===== config.mk =====
export PLATFORM = sky130hd
export DESIGN_NAME = alu_exec_unit_flat
export DESIGN_NICKNAME = d
export VERILOG_FILES = /design/src/rtl/alu_exec_unit_if.sv /design/src/rtl/alu_exec_unit.sv /design/src/flat_wrapper.sv
export SDC_FILE = /design/constraint.sdc
export NUM_CORES = 1
export LEC_CHECK = 0
export CAP_MARGIN = 30
export CORE_ASPECT_RATIO = 2
export CORE_MARGIN = 4
export CORE_UTILIZATION = 35
export CTS_CLUSTER_SIZE = 30
export DETAILED_ROUTE_END_ITERATION = 10
export GPL_TIMING_DRIVEN = 0
export PLACE_DENSITY = 0.56
export SETUP_SLACK_MARGIN = 0.5
export SYNTH_ARGS = -nofsm -noshare
export SYNTH_HDL_FRONTEND = slang
export SYNTH_SLANG_ARGS = --single-unit

===== constraint.sdc =====
create_clock -name clk -period 3 [get_ports clk]
set_input_delay 0.6 -clock clk [delete_from_list [all_inputs] [get_ports clk]]
set_output_delay 0.6 -clock clk [all_outputs]
set_load 0.01 [all_outputs]

===== src/rtl/alu_exec_unit_if.sv =====
// Request/response bus of the execute-stage ALU.
// Both directions use valid/ready: a transfer happens on a rising edge where
// valid and ready are both high; the source holds its payload until then.
interface alu_exec_unit_if #(
  parameter int WIDTH = 32
);
  logic             in_valid;
  logic             in_ready;
  logic [3:0]       alu_control;
  logic [WIDTH-1:0] operand_a;
  logic [WIDTH-1:0] operand_b;
  logic             out_valid;
  logic             out_ready;
  logic [WIDTH-1:0] result;
  logic             zero;

  modport master (
    output in_valid, alu_control, operand_a, operand_b, out_ready,
    input  in_ready, out_valid, result, zero
  );

  modport slave (
    input  in_valid, alu_control, operand_a, operand_b, out_ready,
    output in_ready, out_valid, result, zero
  );
endinterface


===== src/rtl/alu_exec_unit.sv =====
// Multi-cycle execute-stage ALU: one-cycle logic/arith/compare, iterative shifts.
// Define ALU_FAST_SHIFT_EN to replace the iterative shifter with a barrel shifter.
module alu_exec_unit #(
  parameter int WIDTH = 32,
  parameter int SHW   = $clog2(WIDTH)
) (
  input  logic                 clk,
  input  logic                 rst_n,
  alu_exec_unit_if.slave       bus,
  output logic [1:0]           dbg_state
);

  typedef enum logic [1:0] {
    IDLE  = 2'd0,
    SHIFT = 2'd1,
    DONE  = 2'd2
  } state_t;

  state_t           state_q, state_d;
  logic [WIDTH-1:0] data_q;
  logic             zero_q;
  logic [WIDTH-1:0] alu_comb;
  logic [SHW-1:0]   shamt;
  logic             accept;
  logic             start_shift;
  logic             load_result;

  assign shamt  = bus.operand_b[SHW-1:0];
  assign accept = bus.in_valid && (state_q == IDLE);

  always_comb begin
    alu_comb = '0;
    case (bus.alu_control)
      4'b0000: alu_comb = bus.operand_a & bus.operand_b;
      4'b0001: alu_comb = bus.operand_a | bus.operand_b;
      4'b0011: alu_comb = bus.operand_a ^ bus.operand_b;
      4'b0110: alu_comb = bus.operand_a - bus.operand_b;
      4'b1000: alu_comb = {{(WIDTH-1){1'b0}},
                           ($signed(bus.operand_a) < $signed(bus.operand_b))};
      4'b1001: alu_comb = {{(WIDTH-1){1'b0}}, (bus.operand_a < bus.operand_b)};
`ifdef ALU_FAST_SHIFT_EN
      4'b0100: alu_comb = bus.operand_a << shamt;
      4'b0101: alu_comb = bus.operand_a >> shamt;
      4'b0111: alu_comb = WIDTH'($signed(bus.operand_a) >>> shamt);
`else
      // Only reached with a zero shift amount; non-zero amounts go iterative.
      4'b0100, 4'b0101, 4'b0111: alu_comb = bus.operand_a;
`endif
      default: alu_comb = bus.operand_a + bus.operand_b;
    endcase
  end

`ifdef ALU_FAST_SHIFT_EN
  assign start_shift = 1'b0;
`else
  logic [SHW-1:0]   cnt_q;
  logic [1:0]       op_q;
  logic [WIDTH-1:0] shift_one;
  logic             is_shift;

  assign is_shift    = (bus.alu_control == 4'b0100) || (bus.alu_control == 4'b0101) ||
                       (bus.alu_control == 4'b0111);
  assign start_shift = accept && is_shift && (shamt != '0);

  // op_q holds alu_control[1:0]: 00 SLL, 01 SRL, 11 SRA.
  always_comb begin
    shift_one = '0;
    case (op_q)
      2'b00:   shift_one = {data_q[WIDTH-2:0], 1'b0};
      2'b01:   shift_one = {1'b0, data_q[WIDTH-1:1]};
      default: shift_one = {data_q[WIDTH-1], data_q[WIDTH-1:1]};
    endcase
  end

  always_ff @(posedge clk or negedge rst_n) begin
    if (!rst_n) begin
      cnt_q <= '0;
      op_q  <= 2'b00;
    end else if (start_shift) begin
      cnt_q <= shamt;
      op_q  <= bus.alu_control[1:0];
    end else if (state_q == SHIFT) begin
      cnt_q <= cnt_q - 1'b1;
    end
  end
`endif

  assign load_result = accept && !start_shift;

  always_ff @(posedge clk or negedge rst_n) begin
    if (!rst_n) begin
      data_q <= '0;
      zero_q <= 1'b0;
    end else if (load_result) begin
      data_q <= alu_comb;
      zero_q <= (alu_comb == '0);
    end
`ifndef ALU_FAST_SHIFT_EN
    else if (start_shift) begin
      data_q <= bus.operand_a;
    end else if (state_q == SHIFT) begin
      data_q <= shift_one;
      if (cnt_q == SHW'(1)) zero_q <= (shift_one == '0);
    end
`endif
  end

  always_ff @(posedge clk or negedge rst_n) begin
    if (!rst_n) state_q <= IDLE;
    else        state_q <= state_d;
  end

  always_comb begin
    state_d = state_q;
    case (state_q)
      IDLE: begin
        if (start_shift)      state_d = SHIFT;
        else if (accept)      state_d = DONE;
      end
`ifndef ALU_FAST_SHIFT_EN
      SHIFT: begin
        if (cnt_q == SHW'(1)) state_d = DONE;
      end
`endif
      DONE: begin
        if (bus.out_ready)    state_d = IDLE;
      end
      default:                state_d = IDLE;
    endcase
  end

  // Handshake outputs depend on registered state only.
  assign bus.in_ready  = (state_q == IDLE);
  assign bus.out_valid = (state_q == DONE);
  assign bus.result    = data_q;
  assign bus.zero      = zero_q;
  assign dbg_state     = state_q;

endmodule


===== src/flat_wrapper.sv =====
// flat-port wrapper written by rule: the top's interface ports become plain ports
module alu_exec_unit_flat 
#(
  parameter int WIDTH = 32,
  parameter int SHW   = $clog2(WIDTH)
)
  (clk, rst_n, dbg_state, bus_in_valid, bus_alu_control, bus_operand_a, bus_operand_b, bus_out_ready, bus_in_ready, bus_out_valid, bus_result, bus_zero);
  alu_exec_unit_if #(.WIDTH(WIDTH)) bus_i ();
  input  logic clk;
  input  logic rst_n;
  output logic [1:0] dbg_state;
  input wire logic [$bits(bus_i.in_valid)-1:0] bus_in_valid;
  input wire logic [$bits(bus_i.alu_control)-1:0] bus_alu_control;
  input wire logic [$bits(bus_i.operand_a)-1:0] bus_operand_a;
  input wire logic [$bits(bus_i.operand_b)-1:0] bus_operand_b;
  input wire logic [$bits(bus_i.out_ready)-1:0] bus_out_ready;
  output wire logic [$bits(bus_i.in_ready)-1:0] bus_in_ready;
  output wire logic [$bits(bus_i.out_valid)-1:0] bus_out_valid;
  output wire logic [$bits(bus_i.result)-1:0] bus_result;
  output wire logic [$bits(bus_i.zero)-1:0] bus_zero;
  assign bus_i.in_valid = bus_in_valid;
  assign bus_i.alu_control = bus_alu_control;
  assign bus_i.operand_a = bus_operand_a;
  assign bus_i.operand_b = bus_operand_b;
  assign bus_i.out_ready = bus_out_ready;
  assign bus_in_ready = bus_i.in_ready;
  assign bus_out_valid = bus_i.out_valid;
  assign bus_result = bus_i.result;
  assign bus_zero = bus_i.zero;
  alu_exec_unit #(.WIDTH(WIDTH), .SHW(SHW)) u_core (.clk(clk), .rst_n(rst_n), .bus(bus_i), .dbg_state(dbg_state));
endmodule

==> out/summary.txt <==
Port Buffer Count = 107
Fraction of registers with async set/reset = 1.00
Worst Setup SP = bus_operand_b[1]
Sequential power share = 0.192
Sw Ratio = 0.503
Top cells by count, synth = a21oi_1, nand2_1, nor2_1
Hold Violations, Final = 0
Total number of vias = 11474
Critical path startpoint category = input port
RSZ-0062 raised after global routing = yes
Synthesis Warnings = 0
# hold bufs at CTS = 0
Maximum vdd ir drop = 0.000286 V
Count of cell types in the netlist = 77
Final setup violation count = 19
Critical Path AT = 4.09 ns
Pre-CTS setup slack = -2.26 ns
Cell with the most instances after synthesis = a21oi_1
Max_slew headroom = 0.412
Vias in the first global route = 11714
Seq/Total Area, Yosys = 0.127
H-tree levels = 2
CP Capture Type = flip-flop
Synth top area share = 0.148
Met2 Use GR = 0.604
Chip Width = 117 µm
Synthesized Nets = 1411
Area leader, netlist = ha_1
Largest net degree at the start of global routing = 23
Die height = 226 µm
Post-synth EDFFs = 0
Total grt overflow = 0
M3 GR Usage = 0.0476
Antenna viol nets, final = 0
GR Util met1 = 0.353
Area growth, synth to finish = 64.9%
Clk root buf = clkbuf_16
FP Rows = 79
Post-route minimum period = 3.87 ns
Max FO, Critical Path = 4
I/O pin count = 109
Failing checks = negative setup slack
Clock sink count = 42
Drt first pass iters = 6
Top FF cell, synth = dfrtp_1
Cells after Synth = 1239
NetSw = 3.52 mW
Vias per std cell = 6.43
Final slew viol count = 0
CTS max path bufs = 2
R2r worst-path depth = 11
Hold Crit Class = in2async
Critical Path RT = 3.22 ns
Routed len/inst = 26.5 µm
Final setup margin = -0.873 ns
Violation count after the first detailed-routing iteration = 918
Die area = 26300 µm²
Int Pwr = 3.47 mW
Fin Hold WS = 0.296 ns
Total wire length = 47300 µm
Clock Power Share = 0.090
Core area = 23300 µm²
Detail Placement HPWL = 35700 µm
Global-route wire length before repair = 69100 µm
Starting Density = 0.355
CTS tree = built
Max Cap Viol = 0
Share of cells above drive strength 1 = 0.386
Tot Pwr = 6.99 mW
RePlAce Congestion = 1.03
Combinational power share = 0.718
DRC viols = 0
Initial antenna violation count = 1
Synth area leaders = ha_1, dfrtp_1, a21oi_1, nand2_1, nor2_1
Max Clk Rate = 258 MHz
Kind of critical path = in2reg
Period utilization = 1.29
Status = finished with violations
FF+latch count, synth = 42
Cell area after synthesis = 8280 µm²
CTS Buf Count = 5
Tightest Pin Transition = 0.882 ns
Global route hottest layer = met2
Final net count = 1671
Skew final = 0.00592 ns
Power per cell area = 512 nW/µm²
All-Layer GR Usage = 0.348
Leakage Power = 5.59 nW
Mean Syn Cell Area = 6.68 µm²
Clock transition at the registers of the reported paths = 0.06 ns
Reg2reg start = u_core.dbg_state[0]$_DFFE_PN0P_
Worst-Skew Late Latency = 0.29 ns
[worst max-delay path, cell delays in order]
cell and delay [ns]:
buf_12 0.08, clkinvlp_4 0.14, ha_4 0.29, o21ba_4 0.21
o2111ai_2 0.19, o211ai_1 0.14, a211oi_2 0.28, nand3_1 0.16
nor4_4 0.39, o2111ai_1 0.16, or4_1 0.51, nor4_2 0.31
and3_1 0.24, and4_4 0.23, a41o_1 0.17
[stage by stage]
stage,util,std cells,setup TNS [ns],cell area (µm²)
after floorplan,-,1239,-1.45,9010
after global placement,0.447,1629,-49.86,10400
after detailed placement,0.449,1631,-50.28,10500
after CTS,0.542,1737,-6.58,12700
after global routing,0.585,1783,-9.50,13700
final,0.585,1784,-8.06,13700
[cell usage in the layout, fill, tap and decap left out, types with 10 or more instances in the layout]
cell and instances:
a21oi_1 114, a21oi_2 37, a21oi_4 18, a221oi_2 20, a22oi_1 12, a31oi_1 13
buf_12 17, buf_2 10, buf_4 117, buf_6 44, buf_8 12, clkbuf_1 21
clkbuf_2 15, clkbuf_4 14, clkdlybuf4s50_1 53, dfrtp_1 42, dlygate4sd2_1 12, ha_1 73
ha_4 22, inv_1 59, inv_2 19, inv_4 15, nand2_1 127, nand3_1 14
nand4_1 11, nor2_1 105, nor3_1 25, o211ai_1 20, o21ai_0 34, o21ai_1 15
o21ai_2 18, o22ai_1 10, o31ai_2 10, o31ai_4 10
[worst paths after layout]
check	endpoint	slack [ns]
min in group clk	u_core.op_q[0]$_DFFE_PN0P_	0.51
hold reg to reg	u_core.op_q[0]$_DFFE_PN0P_	0.51
setup / recovery	u_core.bus.zero$_DFFE_PN0P_	-0.87
max in group asynchronous	u_core.bus.result[16]$_DFFE_PN0P_	2.18
setup reg to reg	u_core.bus.zero$_DFFE_PN0P_	-0.21
hold / removal	u_core.bus.result[31]$_DFFE_PN0P_	0.30
[power groups by stage]
stage | combinational (mW) | sequential (mW) | clock (mW)
floorplan | 2.34 | 1.23 | 0
global placement | 3.89 | 1.32 | 0
detailed placement | 3.93 | 1.33 | 0
CTS | 4.58 | 1.32 | 0.632
global route | 5.37 | 1.37 | 0.650
finish | 5.01 | 1.34 | 0.627
[kinds of logic (layout without fill, tap and decap cells)]
kind of cell / after synthesis / count (layout) / synth area share
multiplexers: 7 / 7 / 0.00846
buffers and inverters: 189 / 450 / 0.0882
other: 0 / 1 / 0
adder cells (fa/ha/maj): 100 / 100 / 0.153
XOR/XNOR: 11 / 11 / 0.0116
flip-flops: 42 / 42 / 0.127
AO/OA/AOI/OAI: 481 / 481 / 0.380
AND/OR/NAND/NOR: 409 / 409 / 0.232
[per-layer routing]
layer / wire length [µm] / part of all wire / vias up
met5: 0 / 0 / -
met4: 5580 / 0.12 / 0
met3: 2950 / 0.062 / 265
met2: 23400 / 0.50 / 625
met1: 15300 / 0.32 / 5502
li1: - / - / 5082
[what timing repair did]
action,CTS,global route
resized for setup,498,182
pin swaps,115,83
endpoints found under the setup margin,41,34
setup buffers,98,46
[layout make-up]
| cell class | instances | area [µm²] |
|---|---|---|
| Fill cell | 2276 | 9670 |
| Multi-Input combinational cell | 1008 | 8410 |
| Timing Repair Buffer | 253 | 2410 |
| Sequential cell | 42 | 1050 |
| Buffer | 82 | 724 |
| Inverter | 107 | 529 |
| Tap cell | 283 | 354 |
| Clock buffer | 6 | 129 |
| Clock inverter | 2 | 37.5 |
| Antenna cell | 1 | 2.50 |
[flip-flops by register name, indices dropped and copies added (netlist names)]
signal,count
u_core.cnt_q,5
u_core.dbg_state,2
u_core.op_q,2
u_core.bus.result,32
u_core.bus.zero,1
No activity file was read; power rests on OpenSTA's default activity.
